--- config.mk ---
export PLATFORM = sky130hd
export DESIGN_NAME = aes_key_expand
export DESIGN_NICKNAME = d
export VERILOG_FILES = /design/src/rtl/aes_pkg.sv /design/src/rtl/aes_key_sched_word.sv /design/src/rtl/aes_key_expand.sv
export SDC_FILE = /design/constraint.sdc
export NUM_CORES = 2
export LEC_CHECK = 0
export ABC_CLOCK_PERIOD_IN_PS = 14500
export CAP_MARGIN = 0
export CORE_AREA = 2 2 607 609
export CTS_BUF_LIST = sky130_fd_sc_hd__clkbuf_8
export DETAILED_ROUTE_END_ITERATION = 8
export DIE_AREA = 0 0 609 611
export PLACE_DENSITY = 0.39
export REMOVE_ABC_BUFFERS = 1
export SETUP_SLACK_MARGIN = 0.4
export SLEW_MARGIN = 20
export SYNTH_ARGS = -nofsm -noshare
export SYNTH_HDL_FRONTEND = slang
export SYNTH_SLANG_ARGS = --single-unit
--- constraint.sdc ---
create_clock -name clk -period 14.5 [get_ports clk]
set_input_delay 2.175 -clock clk [delete_from_list [all_inputs] [get_ports clk]]
set_output_delay 2.175 -clock clk [all_outputs]
set_load 0.05 [all_outputs]
--- src/rtl/aes_pkg.sv ---
// Shared AES key-schedule helpers: S-box, SubWord, RotWord, Rcon and FSM state type.
// Byte 0 of a word sits in bits [7:0].
package aes_pkg;

  typedef enum logic [1:0] {
    ST_IDLE   = 2'd0,
    ST_EXPAND = 2'd1,
    ST_DONE   = 2'd2
  } state_e;

  localparam logic [7:0] SBOX [256] = '{
    8'h63, 8'h7c, 8'h77, 8'h7b, 8'hf2, 8'h6b, 8'h6f, 8'hc5, 8'h30, 8'h01, 8'h67, 8'h2b, 8'hfe, 8'hd7, 8'hab, 8'h76,
    8'hca, 8'h82, 8'hc9, 8'h7d, 8'hfa, 8'h59, 8'h47, 8'hf0, 8'had, 8'hd4, 8'ha2, 8'haf, 8'h9c, 8'ha4, 8'h72, 8'hc0,
    8'hb7, 8'hfd, 8'h93, 8'h26, 8'h36, 8'h3f, 8'hf7, 8'hcc, 8'h34, 8'ha5, 8'he5, 8'hf1, 8'h71, 8'hd8, 8'h31, 8'h15,
    8'h04, 8'hc7, 8'h23, 8'hc3, 8'h18, 8'h96, 8'h05, 8'h9a, 8'h07, 8'h12, 8'h80, 8'he2, 8'heb, 8'h27, 8'hb2, 8'h75,
    8'h09, 8'h83, 8'h2c, 8'h1a, 8'h1b, 8'h6e, 8'h5a, 8'ha0, 8'h52, 8'h3b, 8'hd6, 8'hb3, 8'h29, 8'he3, 8'h2f, 8'h84,
    8'h53, 8'hd1, 8'h00, 8'hed, 8'h20, 8'hfc, 8'hb1, 8'h5b, 8'h6a, 8'hcb, 8'hbe, 8'h39, 8'h4a, 8'h4c, 8'h58, 8'hcf,
    8'hd0, 8'hef, 8'haa, 8'hfb, 8'h43, 8'h4d, 8'h33, 8'h85, 8'h45, 8'hf9, 8'h02, 8'h7f, 8'h50, 8'h3c, 8'h9f, 8'ha8,
    8'h51, 8'ha3, 8'h40, 8'h8f, 8'h92, 8'h9d, 8'h38, 8'hf5, 8'hbc, 8'hb6, 8'hda, 8'h21, 8'h10, 8'hff, 8'hf3, 8'hd2,
    8'hcd, 8'h0c, 8'h13, 8'hec, 8'h5f, 8'h97, 8'h44, 8'h17, 8'hc4, 8'ha7, 8'h7e, 8'h3d, 8'h64, 8'h5d, 8'h19, 8'h73,
    8'h60, 8'h81, 8'h4f, 8'hdc, 8'h22, 8'h2a, 8'h90, 8'h88, 8'h46, 8'hee, 8'hb8, 8'h14, 8'hde, 8'h5e, 8'h0b, 8'hdb,
    8'he0, 8'h32, 8'h3a, 8'h0a, 8'h49, 8'h06, 8'h24, 8'h5c, 8'hc2, 8'hd3, 8'hac, 8'h62, 8'h91, 8'h95, 8'he4, 8'h79,
    8'he7, 8'hc8, 8'h37, 8'h6d, 8'h8d, 8'hd5, 8'h4e, 8'ha9, 8'h6c, 8'h56, 8'hf4, 8'hea, 8'h65, 8'h7a, 8'hae, 8'h08,
    8'hba, 8'h78, 8'h25, 8'h2e, 8'h1c, 8'ha6, 8'hb4, 8'hc6, 8'he8, 8'hdd, 8'h74, 8'h1f, 8'h4b, 8'hbd, 8'h8b, 8'h8a,
    8'h70, 8'h3e, 8'hb5, 8'h66, 8'h48, 8'h03, 8'hf6, 8'h0e, 8'h61, 8'h35, 8'h57, 8'hb9, 8'h86, 8'hc1, 8'h1d, 8'h9e,
    8'he1, 8'hf8, 8'h98, 8'h11, 8'h69, 8'hd9, 8'h8e, 8'h94, 8'h9b, 8'h1e, 8'h87, 8'he9, 8'hce, 8'h55, 8'h28, 8'hdf,
    8'h8c, 8'ha1, 8'h89, 8'h0d, 8'hbf, 8'he6, 8'h42, 8'h68, 8'h41, 8'h99, 8'h2d, 8'h0f, 8'hb0, 8'h54, 8'hbb, 8'h16
  };

  // Index 0 and 11..15 are never selected for legal key lengths.
  localparam logic [7:0] RCON [16] = '{
    8'h00, 8'h01, 8'h02, 8'h04, 8'h08, 8'h10, 8'h20, 8'h40,
    8'h80, 8'h1b, 8'h36, 8'h00, 8'h00, 8'h00, 8'h00, 8'h00
  };

  function automatic logic [7:0] sbox(input logic [7:0] b);
    return SBOX[b];
  endfunction

  function automatic logic [31:0] sub_word(input logic [31:0] w);
    return {sbox(w[31:24]), sbox(w[23:16]), sbox(w[15:8]), sbox(w[7:0])};
  endfunction

  function automatic logic [31:0] rot_word(input logic [31:0] w);
    return {w[7:0], w[31:8]};
  endfunction

endpackage

--- src/rtl/aes_key_sched_word.sv ---
// Combinational next schedule word from the previous word, the word Nk back,
// the position within the key period and the round number.
module aes_key_sched_word
  import aes_pkg::*;
#(
  parameter int unsigned Nk = 4
) (
  input  logic [31:0] prev_word,
  input  logic [31:0] back_word,
  input  logic [2:0]  idx_mod,
  input  logic [3:0]  rnd,
  output logic [31:0] next_word_c
);

  logic [31:0] temp;

  always_comb begin
    temp = prev_word;
    if (idx_mod == 3'd0) begin
      temp = sub_word(rot_word(prev_word)) ^ {24'h000000, RCON[rnd]};
    end else if ((Nk == 8) && (idx_mod == 3'd4)) begin
      temp = sub_word(prev_word);
    end
    next_word_c = back_word ^ temp;
  end

endmodule

--- src/rtl/aes_key_expand.sv ---
// Iterative AES key schedule: one word per clock, full schedule held with rkey_valid.
// Optional AES_KEYEXP_ZEROIZE_EN clears stale schedule words when a new key loads.
module aes_key_expand
  import aes_pkg::*;
#(
  parameter  int unsigned Nk = 4,
  parameter  int unsigned Nr = Nk + 6,
  localparam int unsigned NW = 4 * (Nr + 1)
) (
  input  logic             clk,
  input  logic             rst,
  input  logic             key_valid,
  input  logic [32*Nk-1:0] key,
  output logic             key_ready,
  output logic [31:0]      rkey [NW],
  output logic             rkey_valid
);

  localparam int unsigned IW = $clog2(NW + 1);

  state_e        state_q, state_d;
  logic [IW-1:0] idx_q, idx_d;
  logic [2:0]    mod_q, mod_d;
  logic [3:0]    rnd_q, rnd_d;
  logic          key_ready_q, key_ready_d;
  logic          rkey_valid_q, rkey_valid_d;
  logic [31:0]   rkey_q [NW];
  logic [31:0]   rkey_d [NW];
  logic [IW-1:0] prev_idx, back_idx;
  logic [31:0]   next_word_c;

  assign prev_idx = idx_q - IW'(1);
  assign back_idx = idx_q - IW'(Nk);

  aes_key_sched_word #(.Nk(Nk)) u_word (
    .prev_word   (rkey_q[prev_idx]),
    .back_word   (rkey_q[back_idx]),
    .idx_mod     (mod_q),
    .rnd         (rnd_q),
    .next_word_c (next_word_c)
  );

  // Next-state, counters and word-array writes.
  always_comb begin
    state_d      = state_q;
    idx_d        = idx_q;
    mod_d        = mod_q;
    rnd_d        = rnd_q;
    key_ready_d  = key_ready_q;
    rkey_valid_d = rkey_valid_q;
    rkey_d       = rkey_q;
    unique case (state_q)
      ST_IDLE, ST_DONE: begin
        if (key_valid) begin
          for (int unsigned j = 0; j < Nk; j++) rkey_d[j] = key[32*j +: 32];
`ifdef AES_KEYEXP_ZEROIZE_EN
          for (int unsigned j = Nk; j < NW; j++) rkey_d[j] = '0;
`endif
          idx_d        = IW'(Nk);
          mod_d        = 3'd0;
          rnd_d        = 4'd1;
          key_ready_d  = 1'b0;
          rkey_valid_d = 1'b0;
          state_d      = ST_EXPAND;
        end
      end
      ST_EXPAND: begin
        rkey_d[idx_q] = next_word_c;
        idx_d         = idx_q + IW'(1);
        if (mod_q == 3'(Nk - 1)) begin
          mod_d = 3'd0;
          rnd_d = rnd_q + 4'd1;
        end else begin
          mod_d = mod_q + 3'd1;
        end
        if (idx_q == IW'(NW - 1)) begin
          state_d      = ST_DONE;
          key_ready_d  = 1'b1;
          rkey_valid_d = 1'b1;
        end
      end
      default: state_d = ST_IDLE;
    endcase
  end

  always_ff @(posedge clk) begin
    if (rst) begin
      state_q      <= ST_IDLE;
      idx_q        <= '0;
      mod_q        <= '0;
      rnd_q        <= '0;
      key_ready_q  <= 1'b1;
      rkey_valid_q <= 1'b0;
      rkey_q       <= '{default: '0};
    end else begin
      state_q      <= state_d;
      idx_q        <= idx_d;
      mod_q        <= mod_d;
      rnd_q        <= rnd_d;
      key_ready_q  <= key_ready_d;
      rkey_valid_q <= rkey_valid_d;
      rkey_q       <= rkey_d;
    end
  end

  assign key_ready  = key_ready_q;
  assign rkey_valid = rkey_valid_q;
  assign rkey       = rkey_q;

endmodule

After elaboration in Yosys (flattened, before gate mapping)
Memories as Yosys holds them, arrays and structs flattened.
Index checks and enable logic that the tools add are counted.

storage, ports and cells
  word-level logic and storage cells = 131
  memory bits (read-only) = 8320
  flip-flop bits (word level) = 1425
  output and inout bits = 1410
  input bits = 131
  memories = 5

memories
  memory           words  bits a word  rd ports  clocked after memory_dff  write ports  line                      RTL
  (no name shown)  256    8            1         0                         0            aes_pkg.sv:37             return SBOX[b];
  (no name shown)  256    8            1         0                         0            aes_pkg.sv:37
  (no name shown)  256    8            1         0                         0            aes_pkg.sv:37
  (no name shown)  256    8            1         0                         0            aes_pkg.sv:37
  (no name shown)  16     8            1         0                         0            aes_key_sched_word.sv:20  temp = sub_word(rot_word(prev_word)) ^ {24'h000000, RCON[rnd]};

operators by class
  add/sub/neg operators = 5
  equality and inequality tests = 7
  reductions and logical operators = 9
  mux-type cells = 36
  order comparisons = 9
  bitwise operators = 10

operator list
  operator                                                              number
  1408-bit bitwise mux                                                  1
  32-bit binary-select mux with 6-bit select                            2
  128-bit one-hot mux with 2 select lines                               1
  32-bit demux with 6-bit select                                        1
  32-bit two-way mux                                                    6
  128-bit two-way mux                                                   1
  8-bit two-way mux                                                     10
  9-bit greater-or-equal comparator, second input constant              4
  8-bit NOT with 9-bit output                                           4
  32-bit bitwise XOR                                                    1
  32-bit by 8-bit bitwise XOR with 32-bit output                        1
  7-bit greater-or-equal comparator, second input constant              3
  6-bit NOT with 7-bit output                                           3
  6-bit one-hot mux with 2 select lines                                 1
  4-bit two-way mux                                                     2
  4-bit one-hot mux with 2 select lines                                 1
  7-bit by 1-bit < comparator with 1-bit output, second input constant  1
  6-bit by 1-bit adder with 6-bit output, second input constant         1
  6-bit equality test, second input constant                            1
  3-bit two-way mux                                                     2
  6-bit two-way mux                                                     1
  2-bit inequality test, second input constant                          3
  3-bit one-hot mux with 2 select lines                                 1
  3-bit AND reduction                                                   2
  other kinds (19)                                                      22

Longest topological paths before layout
  word-level depth = 14
  depth in mapped cells = 40
  gate-level depth less buffers = 20

By module
Synthesis repeated with hierarchy kept, for this count alone.

second synthesis, totals
  cell total of the unflattened synthesis = 11401
  area, all modules = 88368.5 µm²

by module, submodules not included
  module              sequential area each (µm²)  area each (µm²)  times used  cells each
  aes_key_expand      28527.4                     74177.4          1           9132
  aes_key_sched_word  0.0                         14191.1          1           2269

Worst setup path before layout
Ideal clock, no wire load.

  path type = register -> register
  from = reg idx_q[0]
  to = reg rkey_q, in the netlist rkey[387]
  data arrival time = 8105 ps
  slack = 6259 ps
  cell stages (with the launch flop) = 37
  cell sequence = dfxtp_1 buf_6 buf_8 buf_8 buf_6 inv_2 buf_6 buf_2 clkbuf_1 clkbuf_1 clkbuf_1 buf_2 buf_1 ha_1 buf_4 buf_4 buf_2 buf_2 mux2i_1 mux4_2 nand2_1 o311ai_1 o21ai_1 clkbuf_1 clkbuf_1 inv_1 ha_1 nor4_1 a2111oi_2 a211oi_1 a211o_1 a211oi_1 o2111a_1 or3_1 xor2_2 buf_2 a211oi_2

between the ends
  cells in the longest elaborated chain, start to end = 13

RTL lines
  what                                                   line                      RTL
  start: declaration                                     aes_key_expand.sv:22      logic [IW-1:0] idx_q, idx_d;
  start signal: assignment                               aes_key_expand.sv:97      idx_q <= idx_d;
  6-bit by 1-bit subtractor with 6-bit output            aes_key_expand.sv:32      assign prev_idx = idx_q - IW'(1);
  6-bit NOT with 7-bit output (not written as such)      aes_key_expand.sv:36      .prev_word (rkey_q[prev_idx]),
  32-bit binary-select mux with 6-bit select             aes_key_expand.sv:36
  32-bit two-way mux (not written as such) (2 in a row)  aes_key_expand.sv:36
  8-bit NOT with 9-bit output (not written as such)      aes_pkg.sv:37
  memory read 256 x 8 bit                                -
  8-bit two-way mux (not written as such) (2 in a row)   aes_pkg.sv:37
  32-bit by 8-bit bitwise XOR with 32-bit output         aes_key_sched_word.sv:20
  32-bit two-way mux                                     aes_key_sched_word.sv:19  if (idx_mod == 3'd0) begin
  32-bit bitwise XOR                                     aes_key_sched_word.sv:24  next_word_c = back_word ^ temp;
  1408-bit bitwise mux (*)                               aes_key_expand.sv:68      rkey_d[idx_q] = next_word_c;
  end signal: assignment                                 aes_key_expand.sv:102     rkey_q <= rkey_d;
  end: declaration                                       aes_key_expand.sv:27      logic [31:0] rkey_q [NW];

Mark *: on every way between the ends. The rest lies on a longest branch, timed or not. The select of a mux whose other input is x is not followed.
A chain may end at the register's enable or synchronous reset.

Final worst setup path
  from = reg idx_q[0]
  to = reg rkey_q, in the netlist rkey[420]

The elaborated chain is that of the path after synthesis.

==> results by stage <==
Worst setup path:
- The critical path launch point type is a flop.
- The critical path goes through inv_8 -> ha_4 -> buf_12 -> buf_4 -> mux4_2 -> and2_1 -> o311ai_2 -> buf_4 -> o21ai_4 -> buf_4 -> inv_2 -> ha_1 -> buf_4 -> nand4_1 -> a32oi_1 -> o221ai_1 -> o21ai_0 -> o311ai_1 -> xor2_4 -> buf_4 -> buf_4 -> a211oi_1 -> a211oi_1.
- The worst register-to-register path begins at idx_q[0]$_SDFFE_PP0P_.
- The category of the worst setup path capture point is a flop.
- The slowest cell on the critical path is ha_4.
- At the worst endpoint, the required time is ~16 ns.
- At the worst endpoint, the arrival time is roughly 12 ns.
- The largest stage delay on the critical path is ~0.81 ns.
- The cell class contributing the biggest share of worst-path delay is buffers and inverters.
- The number of buffers and inverters on the critical path is 9.
- The highest fanout seen on the critical path is 99.
- The setup path with the least slack is of type flop to flop.
- In this design, the critical path's most frequently occurring cell is buf_4.
- The start point of the critical path is idx_q[0]$_SDFFE_PP0P_.

Yosys:
- After synthesis the cells add up to approximately 90000 µm².
- Counting flops with a built-in enable in the synthesized netlist gives 0.
- The number of different library cells used by synthesis comes to 120.
- The area share of the largest cell type after synthesis is 31.7%.
- The share of synthesized flip-flops with an asynchronous set or reset is 0%.
- After synthesis, the cell types taking the most area are dfxtp_1 (32%), mux4_2 (8.9%), a21oi_1 (5.6%), o21ai_0 (5.1%), nand2_1 (4.4%).
- The part of the Yosys area used for sequential elements is about a third.
- The synthesized design contains about 1400 register bits.
- The number of warning messages in the yosys log is 0.
- The count of mapped cells out of synthesis is ~11000.
- Averaged over all synthesized cells, the footprint is 8.14 µm².
- The commonest register cell after synthesis is dfxtp_1.
- The dominant cell type by area after synthesis is dfxtp_1.

Job:
- The reported max-cap violation count is 0.

Timing:
- The worst pin sits at a relative slew slack of under 10%.
- Adding up every negative setup slack in the final design gives 0 ns.
- For the pin with the worst max-slew slack, the measured transition is around 1.4 ns.
- The part of the cycle the worst path needs is between 70% and 80%.
- Setup violations remaining at the end of the flow were counted as 0.
- The maximum clock frequency is between 0.09 and 0.1 GHz.
- The smallest setup slack after layout is roughly 3.6 ns.
- The minimum clock period after layout is about 11 ns.
- The final worst clock skew is about 0.13 ns.
- Setup repair after global routing left no endpoint under its margin.
- The count of pins over their slew limit is 0.
- The final hold violation count is 0.

Clock network:
- TritonCTS built the clock tree.
- The number of buffers between clock root and the deepest sink is 4.
- The number of buffers inserted during clock tree synthesis is just under 300.
- For this design, the CTS-stage hold fixing added 0 buffers.
- The clock latency at the later pin of the worst-skew pair is between 1 and 1.5 ns.
- Gates resized during post-CTS repair numbered 0.
- Clock-pin slew was measured on the worst setup and hold paths at 0.06 ns.
- The maximum level of the CTS H-tree is 5.
- The buffers inserted during post-CTS setup optimization is 0.
- The TritonCTS sink count is about 1400.
- Clock tree synthesis selected as its root buffer the cell clkbuf_8.

GRT:
- The via count of the first global-routing pass is 104835.
- Global routing finished with a remaining overflow of 0.
- The aggregate global-route resource usage is 43.2%.
- The initial antenna violation count is ~100.
- The maximum number of pins on one net before global-route repair is about 200.
- The global-route wire length before repair is ~1100000 µm.

Pwr:
- Of the total power, registers draw approximately a third.
- Per report_power, the combinational group accounts for between 30 and 40% of the total.
- The power density relative to cell area is roughly 110 nW/µm².
- The cell leakage power is 38.8 nW.
- Of the total power, the share spent switching nets is between 40 and 50%.
- Per report_power, the clock group accounts for 33.8% of the total.
- Across the VDD grid, the largest voltage drop is 0.0639 mV.
- For this design the total switching power over the nets is 0.00581 W.
- Cell internal power was estimated by the tool at 0.00725 W.

Finish:
- The final layout net count is roughly 12000.
- The share of post-route cells with drive strength above 1 is between 10% and 20%.
- In the layout the commonest cells are clkdlybuf4s50_1 (1530), dfxtp_1 (1422), nand2_1 (1032).
- The area growth from synthesis to layout is 29.8%.
- The post-layout instance area is ~120000 µm².
- The leading cell type in the layout, fill and taps excluded is clkdlybuf4s50_1.

Detailed routing:
- In this run the remaining antenna-violating nets after routing total 0.
- After detailed routing, the total wire length is between 800000 and 900000 µm.
- The via total after detailed routing is about 110k.
- The final routed wire length divided by cell count is 49.1 µm.
- The number of DRC markers after the initial detailed-route iteration is 18356.
- The number of remaining DRC errors is 0.
- The number of optimization iterations in the first detailed-route pass is 8.
- The detail-routed via count per cell is about 6.6.

Placement:
- The placed instance area is 111000 µm².
- The detailed placer's ending HPWL is roughly 600000 µm.
- Routability-driven placement finished with a final weighted congestion of approximately 1.
- The placement-stage worst setup slack is roughly 4.2 ns.
- The number of input and output port buffers inserted is about 1500.

Min path:
- The min-delay analysis places its worst path in the category flop to flop.
- The startpoint identified for the worst hold timing path is rkey[1174]$_SDFFE_PP0P_.

Status:
- The run finished with clean final reports.

Floorplanning:
- The die area is around 370000 µm².
- The total core area is between 300000 and 400000 µm².
- The die is just over 600 µm tall.
- For this configuration, the core starts out at a cell density of between 20% and 30%.
- 1541 I/O pins were placed.
- Measured along the x axis, the die boundary spans 609 µm.
- The floorplan has 222 rows.
-- tightest hold or removal path, cell delays in order, from the launching register on --
cell and delay, ns:
dfxtp_1 0.34, nand2_1 0.06, a21oi_1 0.05
-- layer usage --
layer | share of wire (%) | up-vias | routed length (µm) | global-route usage, %
met3 | 11 | 2153 | 89300 | 11.7
met5 | 0.027 | - | 228 | 0
li1 | - | 44539 | - | -
met1 | 39 | 58263 | 326000 | 53.8
met4 | 8.6 | 34 | 72900 | 31.1
met2 | 42 | 9317 | 357000 | 64.0
-- power by group through the flow --
stage	logic [W]	clock network, W	registers (W)
global route	0.00446	0.00458	0.00414
floorplan	0.00179	0	0.00441
finish	0.00448	0.00441	0.00416
global placement	0.00428	0	0.00423
detailed placement	0.00427	0	0.00423
CTS	0.00428	0.00442	0.00414
-- cell families after synthesis --
logic type,share of synthesized area (%)
AOI/OAI and AO/OA,29.5
and+or+nand+nor,16.4
DFF,31.7
buffers and inverters,7.30
muxes,13.5
adders and majority gates,0.944
xor gates and xnor gates,0.714
-- cell usage after synthesis (60+ instances only) --
master / n
o211ai_1: 109
o21ai_0: 912
ha_1: 68
and3_1: 174
nand3_1: 399
or3_1: 60
a31oi_1: 126
mux4_2: 358
o311ai_0: 107
nand2_1: 1064
a21oi_1: 1014
nor3_1: 340
buf_4: 80
nor2_1: 940
o22ai_1: 580
a211oi_1: 467
a221oi_1: 99
a22oi_1: 103
clkbuf_1: 758
buf_2: 321
dfxtp_1: 1425
nand4_1: 139
mux2i_1: 220
a32oi_1: 61
mux2_2: 109
-- registers in the layout (all words and copies together) (netlist names) --
signal	cells
idx_q	6
mod_q	3
rkey	1408
rkey_valid	1
key_ready	1
rnd_q	4
state_q	2
-- metrics by stage --
stage	cells	power, W	utilization (%)	hold WS, ns
floorplan	9762	0.00620	-	0.439
global placement	16656	0.00851	30.4	0.476
detailed placement	16660	0.00850	30.4	0.485
CTS	17158	0.0128	32.0	0.494
global route	17168	0.0132	32.0	0.520
finish	17214	0.0131	32.1	0.498
-- layout make-up --
class / count / area [µm²]
antenna: 56 / 140
clock buffer: 358 / 4930
clock inverter: 140 / 762
fill: 38607 / 248000
inverter: 67 / 277
multi-input combinational: 8270 / 56700
sequential: 1425 / 28500
tap: 4816 / 6030
timing repair buffer: 2082 / 19600
-- path summary, 6_finish.rpt --
path | to | slack (ns) | cells past startpoint
worst max-delay path | rkey[420]$_SDFFE_PP0P_ | 3.65 | 23
worst min-delay path | rkey[1174]$_SDFFE_PP0P_ | 0.50 | 2
worst max register to register | rkey[420]$_SDFFE_PP0P_ | 3.65 | 23
worst min register to register | rkey[1174]$_SDFFE_PP0P_ | 0.50 | 2
Power figures use the tool's default switching activity.
